**config.mk**
```make
export PLATFORM = sky130hd
export DESIGN_NAME = alu_acc_sequencer
export DESIGN_NICKNAME = d
export VERILOG_FILES = /design/src/rtl/alu_pkg.sv /design/src/rtl/alu_settle_cnt.sv /design/src/rtl/alu_acc_sequencer.sv
export SDC_FILE = /design/constraint.sdc
export NUM_CORES = 1
export LEC_CHECK = 0
export CORE_MARGIN = 2
export CORE_UTILIZATION = 45
export CTS_CLUSTER_SIZE = 16
export DETAILED_ROUTE_END_ITERATION = 7
export PLACE_DENSITY = 0.87
export SYNTH_ARGS = -nofsm -noshare
export SYNTH_HDL_FRONTEND = slang
export SYNTH_HIERARCHICAL = 1
export SYNTH_SLANG_ARGS = --single-unit
export TNS_END_PERCENT = 30
```
**constraint.sdc**
```tcl
create_clock -name clk -period 3.2 [get_ports clk]
set_clock_uncertainty 0.2 [all_clocks]
set_input_delay 0.64 -clock clk [delete_from_list [all_inputs] [get_ports clk]]
set_output_delay 0.64 -clock clk [all_outputs]
set_load 0.01 [all_outputs]
```
**src/rtl/alu_pkg.sv**
```systemverilog
// Shared constants for the ALU accumulator sequencer: state encoding and datapath widths.
`timescale 1ns/1ps
package alu_pkg;
    localparam int ALU_W        = 8;
    localparam int SEL_W        = 3;
    localparam int SETTLE_CNT_W = 4;

    localparam logic [1:0] IDLE = 2'd0;
    localparam logic [1:0] EXEC = 2'd1;
    localparam logic [1:0] RESP = 2'd2;
endpackage

```
**src/rtl/alu_settle_cnt.sv**
```systemverilog
// Loadable down-counter that times the ALU settle window; stops at zero and flags terminal count.
`timescale 1ns/1ps
module alu_settle_cnt
    import alu_pkg::*;
(
    input  logic                    clk,
    input  logic                    rst_n,
    input  logic                    load,
    input  logic [SETTLE_CNT_W-1:0] load_val,
    input  logic                    en,
    output logic                    zero
);
    logic [SETTLE_CNT_W-1:0] cnt;

    always_ff @(posedge clk or negedge rst_n) begin
        if (!rst_n) begin
            cnt <= '0;
        end else if (load) begin
            cnt <= load_val;
        end else if (en && (cnt != '0)) begin
            cnt <= cnt - 1'b1;
        end
    end

    assign zero = (cnt == '0);
endmodule

```
**src/rtl/alu_acc_sequencer.sv**
```systemverilog
// Accumulator front/back end around a combinational 8-bit ALU: accepts a command, holds the
// ALU inputs for SETTLE_CYCLES, captures result and carry, then presents them on a response port.
//
// state | meaning
// IDLE  | ready for a command; cmd_ready high
// EXEC  | ALU inputs held stable while the settle counter runs down
// RESP  | result presented on res_*; waits for res_ready
`timescale 1ns/1ps
module alu_acc_sequencer
    import alu_pkg::*;
#(
    parameter int unsigned SETTLE_CYCLES = 1
) (
    input  logic             clk,
    input  logic             rst_n,
    input  logic             cmd_valid,
    output logic             cmd_ready,
    input  logic             cmd_load,
    input  logic [SEL_W-1:0] cmd_op,
    input  logic [ALU_W-1:0] cmd_operand,
    output logic [ALU_W-1:0] alu_a,
    output logic [ALU_W-1:0] alu_b,
    output logic [SEL_W-1:0] alu_sel,
    input  logic [ALU_W-1:0] alu_out,
    input  logic             alu_carry,
    output logic             res_valid,
    input  logic             res_ready,
    output logic [ALU_W-1:0] res_data,
    output logic             res_carry,
    output logic             res_zero
);
    localparam logic [SETTLE_CNT_W-1:0] SETTLE_LOAD = SETTLE_CNT_W'(SETTLE_CYCLES - 1);

    logic [1:0]       state;
    logic [ALU_W-1:0] acc;
    logic [ALU_W-1:0] b_reg;
    logic [SEL_W-1:0] sel_reg;
    logic             carry;
    logic             cmd_accept;
    logic             cnt_zero;

    assign cmd_ready  = (state == IDLE);
    assign res_valid  = (state == RESP);
    assign cmd_accept = cmd_valid && cmd_ready;

    // Counter value 0 on the accept edge means a single EXEC cycle.
    alu_settle_cnt u_settle_cnt (
        .clk      (clk),
        .rst_n    (rst_n),
        .load     (cmd_accept && !cmd_load),
        .load_val (SETTLE_LOAD),
        .en       (state == EXEC),
        .zero     (cnt_zero)
    );

    always_ff @(posedge clk or negedge rst_n) begin
        if (!rst_n) begin
            state   <= IDLE;
            acc     <= '0;
            b_reg   <= '0;
            sel_reg <= '0;
            carry   <= 1'b0;
        end else begin
            case (state)
                IDLE: begin
                    if (cmd_valid) begin
                        sel_reg <= cmd_op;
                        b_reg   <= cmd_operand;
                        if (cmd_load) begin
                            acc   <= cmd_operand;
                            carry <= 1'b0;
                            state <= RESP;
                        end else begin
                            state <= EXEC;
                        end
                    end
                end
                EXEC: begin
                    if (cnt_zero) begin
                        acc   <= alu_out;
                        carry <= alu_carry;
                        state <= RESP;
                    end
                end
                RESP: begin
                    if (res_ready) begin
                        state <= IDLE;
                    end
                end
                default: state <= IDLE;
            endcase
        end
    end

    assign alu_a     = acc;
    assign alu_b     = b_reg;
    assign alu_sel   = sel_reg;
    assign res_data  = acc;
    assign res_carry = carry;
    assign res_zero  = (acc == '0);
endmodule

```
# Word level (Yosys, flattened, before mapping)
# Cells that the tools add are included.
totals:
  regBits: 26
  out_inout_bits: 31
  word_cells: 41
classes:
  add_sub_neg: 1
  n_eq_ne: 6
  n_mux: 15
  n_reduce_logical: 13
ops:
  columns: ["operator", "count"]
  rows:
  - ["$mux 8", 3]
  - ["$pmux 8 s2", 1]
  - ["$logic_not 8->1", 1]
  - ["$mux 2", 4]
  - ["$mux 4", 2]
  - ["$pmux 2 s3", 1]
  - ["$logic_not 4->1", 1]
  - ["$ne 2x1->1 const B", 2]
  - ["$ne 2x2->1 const B", 2]
  - ["$reduce_and 4->1", 1]
  - ["$reduce_bool 2->1", 2]
  - ["$reduce_bool 4->1", 1]
  - ["$sub 4x1->4 const B", 1]
  - ["$logic_and 1x1->1", 3]
  - ["$mux 1", 3]
  - ["$reduce_and 3->1", 1]
  - ["$eq 2x1->1 const B", 1]
  - ["$eq 2x2->1 const B", 1]
  - ["$logic_not 2->1", 1]
  - ["$pmux 1 s2", 1]
  - ["$reduce_and 2->1", 1]
  - ["$logic_not 1->1", 1]

# Logic depth before layout (Yosys ltp)
# Gate-level depths: netlist of the first run.
depth:
  depth_word: 4
  mapped_depth: 6

# Hierarchy
# The synthesis of the first run kept the hierarchy.
modules_own_cells:
  columns: ["mod", "instances", "cells_per_inst", "area_per_inst_um2", "seq_area_each_um2"]
  rows:
  - ["alu_acc_sequencer", 1, 77, 1061.0, 550.5]
  - ["alu_settle_cnt", 1, 27, 270.3, 100.1]

# Least setup slack after synthesis of the first run
# OpenSTA, ideal clock, no wires.
synth_timing:
  kind: "register -> output"
  from: "register acc[5] (netlist: alu_a[5])"
  to: "output res_zero"
  t_arrival_ns: 1.117
  required_time_ns: 2.360
  path_slack_ns: 1.243
  path_stages_with_launch: 3
  path_cell_list: "dfrtp_1 > or4_1 > nor2_1"
synth_between:
  elab_chain_len: 1
synth_rtl:
  columns: ["element", "line_no", "text"]
  rows:
  - ["from (decl)", "alu_acc_sequencer.sv:35", "logic [ALU_W-1:0] acc;"]
  - ["from (signal assigned)", "alu_acc_sequencer.sv:70", "acc <= cmd_operand;"]
  - ["from (signal assigned)", "alu_acc_sequencer.sv:80", "acc <= alu_out;"]
  - ["$logic_not 8->1", "alu_acc_sequencer.sv:100", "assign res_zero = (acc == '0);"]
  - ["to (decl)", "alu_acc_sequencer.sv:30", "output logic res_zero"]
# Every way passes these cells.

# Worst setup path after layout of the first run
layout_timing:
  from: "register acc[1] (netlist: alu_a[1])"
  to: "output res_zero"
# The elaborated chain is that of the path after synthesis.

==> out/qor.yml, run 1 <==
outcome:
  status: "finished clean"
routing:
  ant_nets: 0
  drc: 0
  firstDrtPassIters: 4
  wl_per_cell_um: 16.5
  drtIter0Drc: 11
  drt-total-wl_mm: 3.10
  routed-via-count: 999
  vias_per_cell: 5.31
timing:
  tns_ns: 0
  relSlewSlack_pct: 55.4
  drv_slew: 0
  finalCritPeriodShare_pct: 87.2
  period_needed_ns: 2.79
  tightest_slew_ns: 0.669
  rsz0062_at_grt: "false"
  max_freq_mhz: 359
  setup_violations: 0
  worst_hold_slack_ns: 0.326
  hold_viol: 0
synthesis:
  synthMuxAreaShare_pct: 25.1
  yosysTopAreaCellShare_pct: 48.9
  synth_common_cells: "26 x dfrtp_1, 12 x mux2_2, 9 x buf_4, 8 x mux2_4, 7 x mux2_1"
  synth_top_cells_by_area: "dfrtp_1 49%, mux2_2 10%, mux2_4 9.0%"
  synth-edff-count: 0
  synth_top_family_by_area: "multiplexers"
  yosysMostFrequentCell: "dfrtp_1"
  synth_top_flop_cell: "dfrtp_1"
  yosysSeqAreaShare_pct: 48.9
  synthesis.area_um2: 1330
  synth.ff_latch_count: 26
  synth_top_cell_by_area: "dfrtp_1"
  synthArstFlopShare_pct: 100
  synth.distinct_cells: 30
  synth-compound-area-share_pct: 6.20
  synth-adder-area-share_pct: 0.940
  yosysWarnings: 6
  synth-xor-area-share_pct: 0
  avgSynthCellArea_um2: 12.8
  synth-simple-area-share_pct: 10.2
  syn_inst: 104
placed_design:
  dp_hpwl_mm: 2.39
  globalplace.congestion: 0.712
  io_buffers: 55
floorplanning:
  initial_core_util_pct: 47.9
  fp.coreArea_um2: 2780
  rows: 19
  ioPinCount: 56
  die_area_um2: 3410
  die_w_um: 58.4
  die_h_um: 58.4
power:
  p_sw_share_pct: 34.3
  switchingPower_uw: 620
  ir_drop_mv: 0.719
  comb_power_share_pct: 55.9
  p_clk_share_pct: 9.3
  power_leakage_uw: 0.000800
  p_per_area_nw_per_um2: 953
  power.internal_uw: 1180
  seqPwrFrac_pct: 34.8
clock_tree:
  cts_tree: "built"
  clk_latency_ns: 0.32
  clock_path_buffers: 2
  clk_pin_slew_ns: 0.15
  htree_levels: 1
  cts_root_buffer: "clkbuf_4"
  cts_sinks: 26
  ctsResizeCount: 0
  numCtsBuffers: 3
  post_cts.repair.setup_buffers: 0
  cts-hold-fix-buffers: 0
worst_setup_path:
  critPathSlowestCell: "or4_1"
  cp_data_arrival_time_ns: 1.95
  crit_type: "reg -> out"
  start_kind: "register"
  cp_slowest_stage_delay_ns: 0.55
  end_kind: "primary output"
  crit_chain: "or4_1 > nor2_1 > clkdlybuf4s50_1"
  cp_max_fo: 4
  critical_path_buf_inv_count: 1
  required_ns: 2.36
  cpLargestDelayFamily: "simple AND/OR/NAND/NOR gates"
flow_run:
  maxCapViolations: 0
final_layout:
  diodes: 0
  drive_gt1_share_pct: 18.5
  area_growth_syn_to_layout_pct: 42.2
  nets: 184
  fillers: 210
grt:
  grt_max_degree: 27
  grt_overflow: 0
  grt_pass1_wl_mm: 5.12
  first_global_vias: 1072
  track_usage_pct: 19.8
  antenna_found_initial: 0
min_path:
  hold_class: "reg -> reg"
-- cell type report --
cell class | count | area, um^2 | share of cell area (%)
Clock buffer | 4 | 36.3 | 1.92
Timing Repair Buffer | 57 | 566 | 29.9
Sequential cell | 26 | 651 | 34.4
Multi-Input combinational cell | 64 | 579 | 30.6
Tap cell | 31 | 38.8 | 2.05
Inverter | 6 | 22.5 | 1.19
-- path summary, 6_finish.rpt --
path	from	to	slack, ns	cells after the start
setup / recovery	alu_a[1]	res_zero	0.41	3
hold / removal	alu_b[4]	alu_b[4]	0.33	1
setup reg to reg	u_settle_cnt/cnt[0]	alu_a[3]	0.81	5
hold reg to reg	alu_b[4]	alu_b[4]	0.33	1
max in group asynchronous	rst_n	alu_a[2]	2.06	2
min in group asynchronous	rst_n	alu_sel[2]	0.49	2
-- state kept, by name (all words and copies together), names as in the netlist --
name / flops
alu_a: 8
alu_b: 8
alu_sel: 3
res_carry: 1
state: 2
u_settle_cnt/cnt: 4
-- cells in the final DEF, fill, tap and decap left out, types with 3 or more instances in the layout --
cell type / count
conb_1: 4
dfrtp_1: 26
nand2_1: 4
mux2_2: 12
clkdlybuf4s50_1: 55
inv_1: 6
mux2_4: 8
mux2_1: 7
or4_1: 3
clkbuf_4: 3
nor2_1: 3
o21ai_0: 3
-- routing by layer --
layer  vias up  GRT usage (%)  routed length [um]
li1        459              -                   -
met1       509           22.7                1220
met2        29           38.0                1720
met3         2           3.30                 149
met4         0           3.99                  14
met5         -              0                   0
-- kinds of logic after synthesis --
logic type               count (synthesis)
AO/OA/AOI/OAI                           11
adder cells (fa/ha/maj)                  1
buffers and inverters                   17
flip-flops                              26
multiplexers                            27
other                                    1
AND/OR/NAND/NOR                         21
-- stage by stage --
step	std cells	area [um^2]	worst slack (ns)	power, uW	utilization, %
2_1_floorplan	107	1340	1.24	1200	-
3_3_place_gp	184	1860	0.624	1600	66.8
3_5_place_dp	184	1860	0.442	1650	66.8
4_1_cts	188	1890	0.392	1820	68.1
5_1_grt	188	1890	0.345	1910	68.1
6_report	188	1890	0.411	1800	68.1
-- power by group through the flow --
stage	combinational, uW	clock [uW]	sequential (uW)
2_1_floorplan	529	0	668
3_3_place_gp	980	0	620
3_5_place_dp	1020	0	633
4_1_cts	1020	173	627
5_1_grt	1080	184	651
6_report	1010	168	628
Power figures use the tool's default switching activity.
==> run 2, diff against run 1 <==
RECOVER_POWER = 100   (was default)
==> out/qor.yml, run 2 (synthesis results as in run 1) <==
outcome:
  status: "finished clean"  # unchanged
final_layout:
  diodes: 0  # unchanged
  fillers: 224  # was 210
  final_common_cell: "dlygate4sd3_1"  # was clkdlybuf4s50_1
  area_growth_syn_to_layout_pct: 38.9  # was 42.2%
  layout_common_cells: "33 x dlygate4sd3_1, 26 x dfrtp_1, 22 x clkdlybuf4s50_1, 15 x mux2_1, 12 x mux2_2"  # was 55 x clkdlybuf4s50_1, 26 x dfrtp_1, 12 x mux2_2, 8 x mux2_4, 7 x mux2_1
  layout.cells.non_filler: 188  # unchanged
  nets: 184  # unchanged
  drive_gt1_share_pct: 11.5  # was 18.5%
  fin_area_um2: 1850  # was 1890 um^2
clock_tree:
  cts_root_buffer: "clkbuf_4"  # unchanged
  clk_latency_ns: 0.31  # was 0.32 ns
  clock_path_buffers: 2  # unchanged
  htree_levels: 1  # unchanged
  cts_tree: "built"  # unchanged
  clk_pin_slew_ns: 0.14  # was 0.15 ns
  numCtsBuffers: 3  # unchanged
  ctsResizeCount: 0  # unchanged
  cts-hold-fix-buffers: 0  # unchanged
  cts_sinks: 26  # unchanged
  post_cts.repair.setup_buffers: 0  # unchanged
worst_setup_path:
  crit_chain: "or4_1 > nor2_1 > dlygate4sd3_1"  # was or4_1 > nor2_1 > clkdlybuf4s50_1
  start_kind: "register"  # unchanged
  cp_data_arrival_time_ns: 1.99  # was 1.95 ns
  required_ns: 2.36  # about the same
  critPathSlowestCell: "dlygate4sd3_1"  # was or4_1
  cp_max_fo: 4  # unchanged
  r2r_slack_ns: 0.62  # was 0.81 ns
  cp_slowest_stage_delay_ns: 0.61  # was 0.55 ns
  crit_type: "reg -> out"  # unchanged
  end_kind: "primary output"  # unchanged
floorplanning:
  rows: 19  # unchanged
  fp.coreArea_um2: 2780  # unchanged
  die_h_um: 58.4  # unchanged
  die_area_um2: 3410  # unchanged
  ioPinCount: 56  # unchanged
  initial_core_util_pct: 47.9  # unchanged
  die_w_um: 58.4  # unchanged
power:
  ir_drop_mv: 0.664  # was 0.719 mV
  p_clk_share_pct: 10.2  # was 9.3%
  seqPwrFrac_pct: 37.2  # was 34.8%
  comb_power_share_pct: 52.6  # was 55.9%
  finalPower_uw: 1650  # was 1800 uW
  p_sw_share_pct: 36.1  # was 34.3%
  power_leakage_uw: 0.000781  # was 0.000800 uW
  p_per_area_nw_per_um2: 890  # was 953 nW/um^2
  switchingPower_uw: 594  # was 620 uW
  power.internal_uw: 1050  # was 1180 uW
routing:
  drc: 0  # unchanged
  wl_met2_mm: 1.71  # was 1.72 mm
  routed-via-count: 997  # was 999
  met3_length_um: 150  # was 149 um
  ant_nets: 0  # unchanged
  wl_met1_mm: 1.19  # was 1.22 mm
  firstDrtPassIters: 4  # unchanged
  drtIter0Drc: 7  # was 11
  wl_per_cell_um: 16.3  # was 16.5 um
  vias_per_cell: 5.30  # was 5.31
  drt-total-wl_mm: 3.07  # was 3.10 mm
  dr.max_layer_used: "met4"  # unchanged
timing:
  tightest_slew_ns: 1.40  # was 0.669 ns
  drv_slew: 0  # unchanged
  tns_ns: 0  # unchanged
  finalCritPeriodShare_pct: 88.4  # was 87.2%
  rsz0062_at_grt: "false"  # unchanged
  period_needed_ns: 2.83  # was 2.79 ns
  relSlewSlack_pct: 6.94  # was 55.4%
  setup_violations: 0  # unchanged
  worst_hold_slack_ns: 0.320  # was 0.326 ns
  hold_viol: 0  # unchanged
  max_freq_mhz: 353  # was 359 MHz
placed_design:
  globalplace.congestion: 0.712  # unchanged
  io_buffers: 55  # unchanged
  dp_hpwl_mm: 2.39  # unchanged
  placed_area_um2: 1860  # unchanged
  place_inst: 184  # unchanged
grt:
  grt_pass1_wl_mm: 5.12  # unchanged
  track_usage_pct: 19.8  # unchanged
  grt_max_degree: 27  # unchanged
  first_global_vias: 1072  # unchanged
  antenna_found_initial: 0  # unchanged
  grt_overflow: 0  # unchanged
flow_run:
  maxCapViolations: 0  # unchanged
min_path:
  hold_class: "reg -> reg"  # unchanged
==> run 2: cell types whose count changed in the layout (fill, tap and decap cells not counted), sizes merged <==
| cell | previous run | this run |
|---|---|---|
| dlygate4sd3 | 0 | 33 |
| clkdlybuf4s50 | 55 | 22 |
| clkbuf | 4 | 5 |
| buf | 2 | 1 |
==> run 2: final cells by class <==
type	instances	area, um^2	share of cell area, %
Timing Repair Buffer	57	562	30.4
Multi-Input combinational cell	64	539	29.2
Clock buffer	4	36.3	1.96
Tap cell	31	38.8	2.10
Inverter	6	22.5	1.22
Sequential cell	26	651	35.2
==> run 2: critical path: cells and delay by family (launching register included) <==
family / cells / cell delay [ns]
buf+inv: 1 / 0.61
flops: 1 / 0.43
simple gates: 2 / 0.64
==> run 2: power groups by stage <==
stage          Clock (uW)  Combinational (uW)  Sequential (uW)
6_report              167                 866              613
5_1_grt               184                 937              637
4_1_cts               173                1020              627
3_5_place_dp            0                1020              633
3_3_place_gp            0                 980              620
2_1_floorplan           0                 529              668
==> run 2: stage by stage <==
stage          setup WS [ns]  util [%]
2_1_floorplan           1.24         -
3_3_place_gp           0.624      66.8
3_5_place_dp           0.442      66.8
4_1_cts                0.392      68.1
5_1_grt                0.284      66.5
6_report               0.370      66.5
==> run 2: final timing paths <==
path	from	end	depth (start not counted)
worst min register to register	alu_b[4]	alu_b[4]	1
min in group asynchronous	rst_n	state[0]	2
max in group asynchronous	rst_n	alu_a[3]	2
worst max-delay path	alu_a[1]	res_zero	3
worst max register to register	u_settle_cnt/cnt[0]	alu_a[3]	5
worst min-delay path	alu_b[4]	alu_b[4]	1
==> run 2: routing by layer <==
metal  up-vias  track usage (%)
met2        29             38.0
li1        461                -
met1       505             22.7
met4         0             3.99
met5         -                0
met3         2             3.30
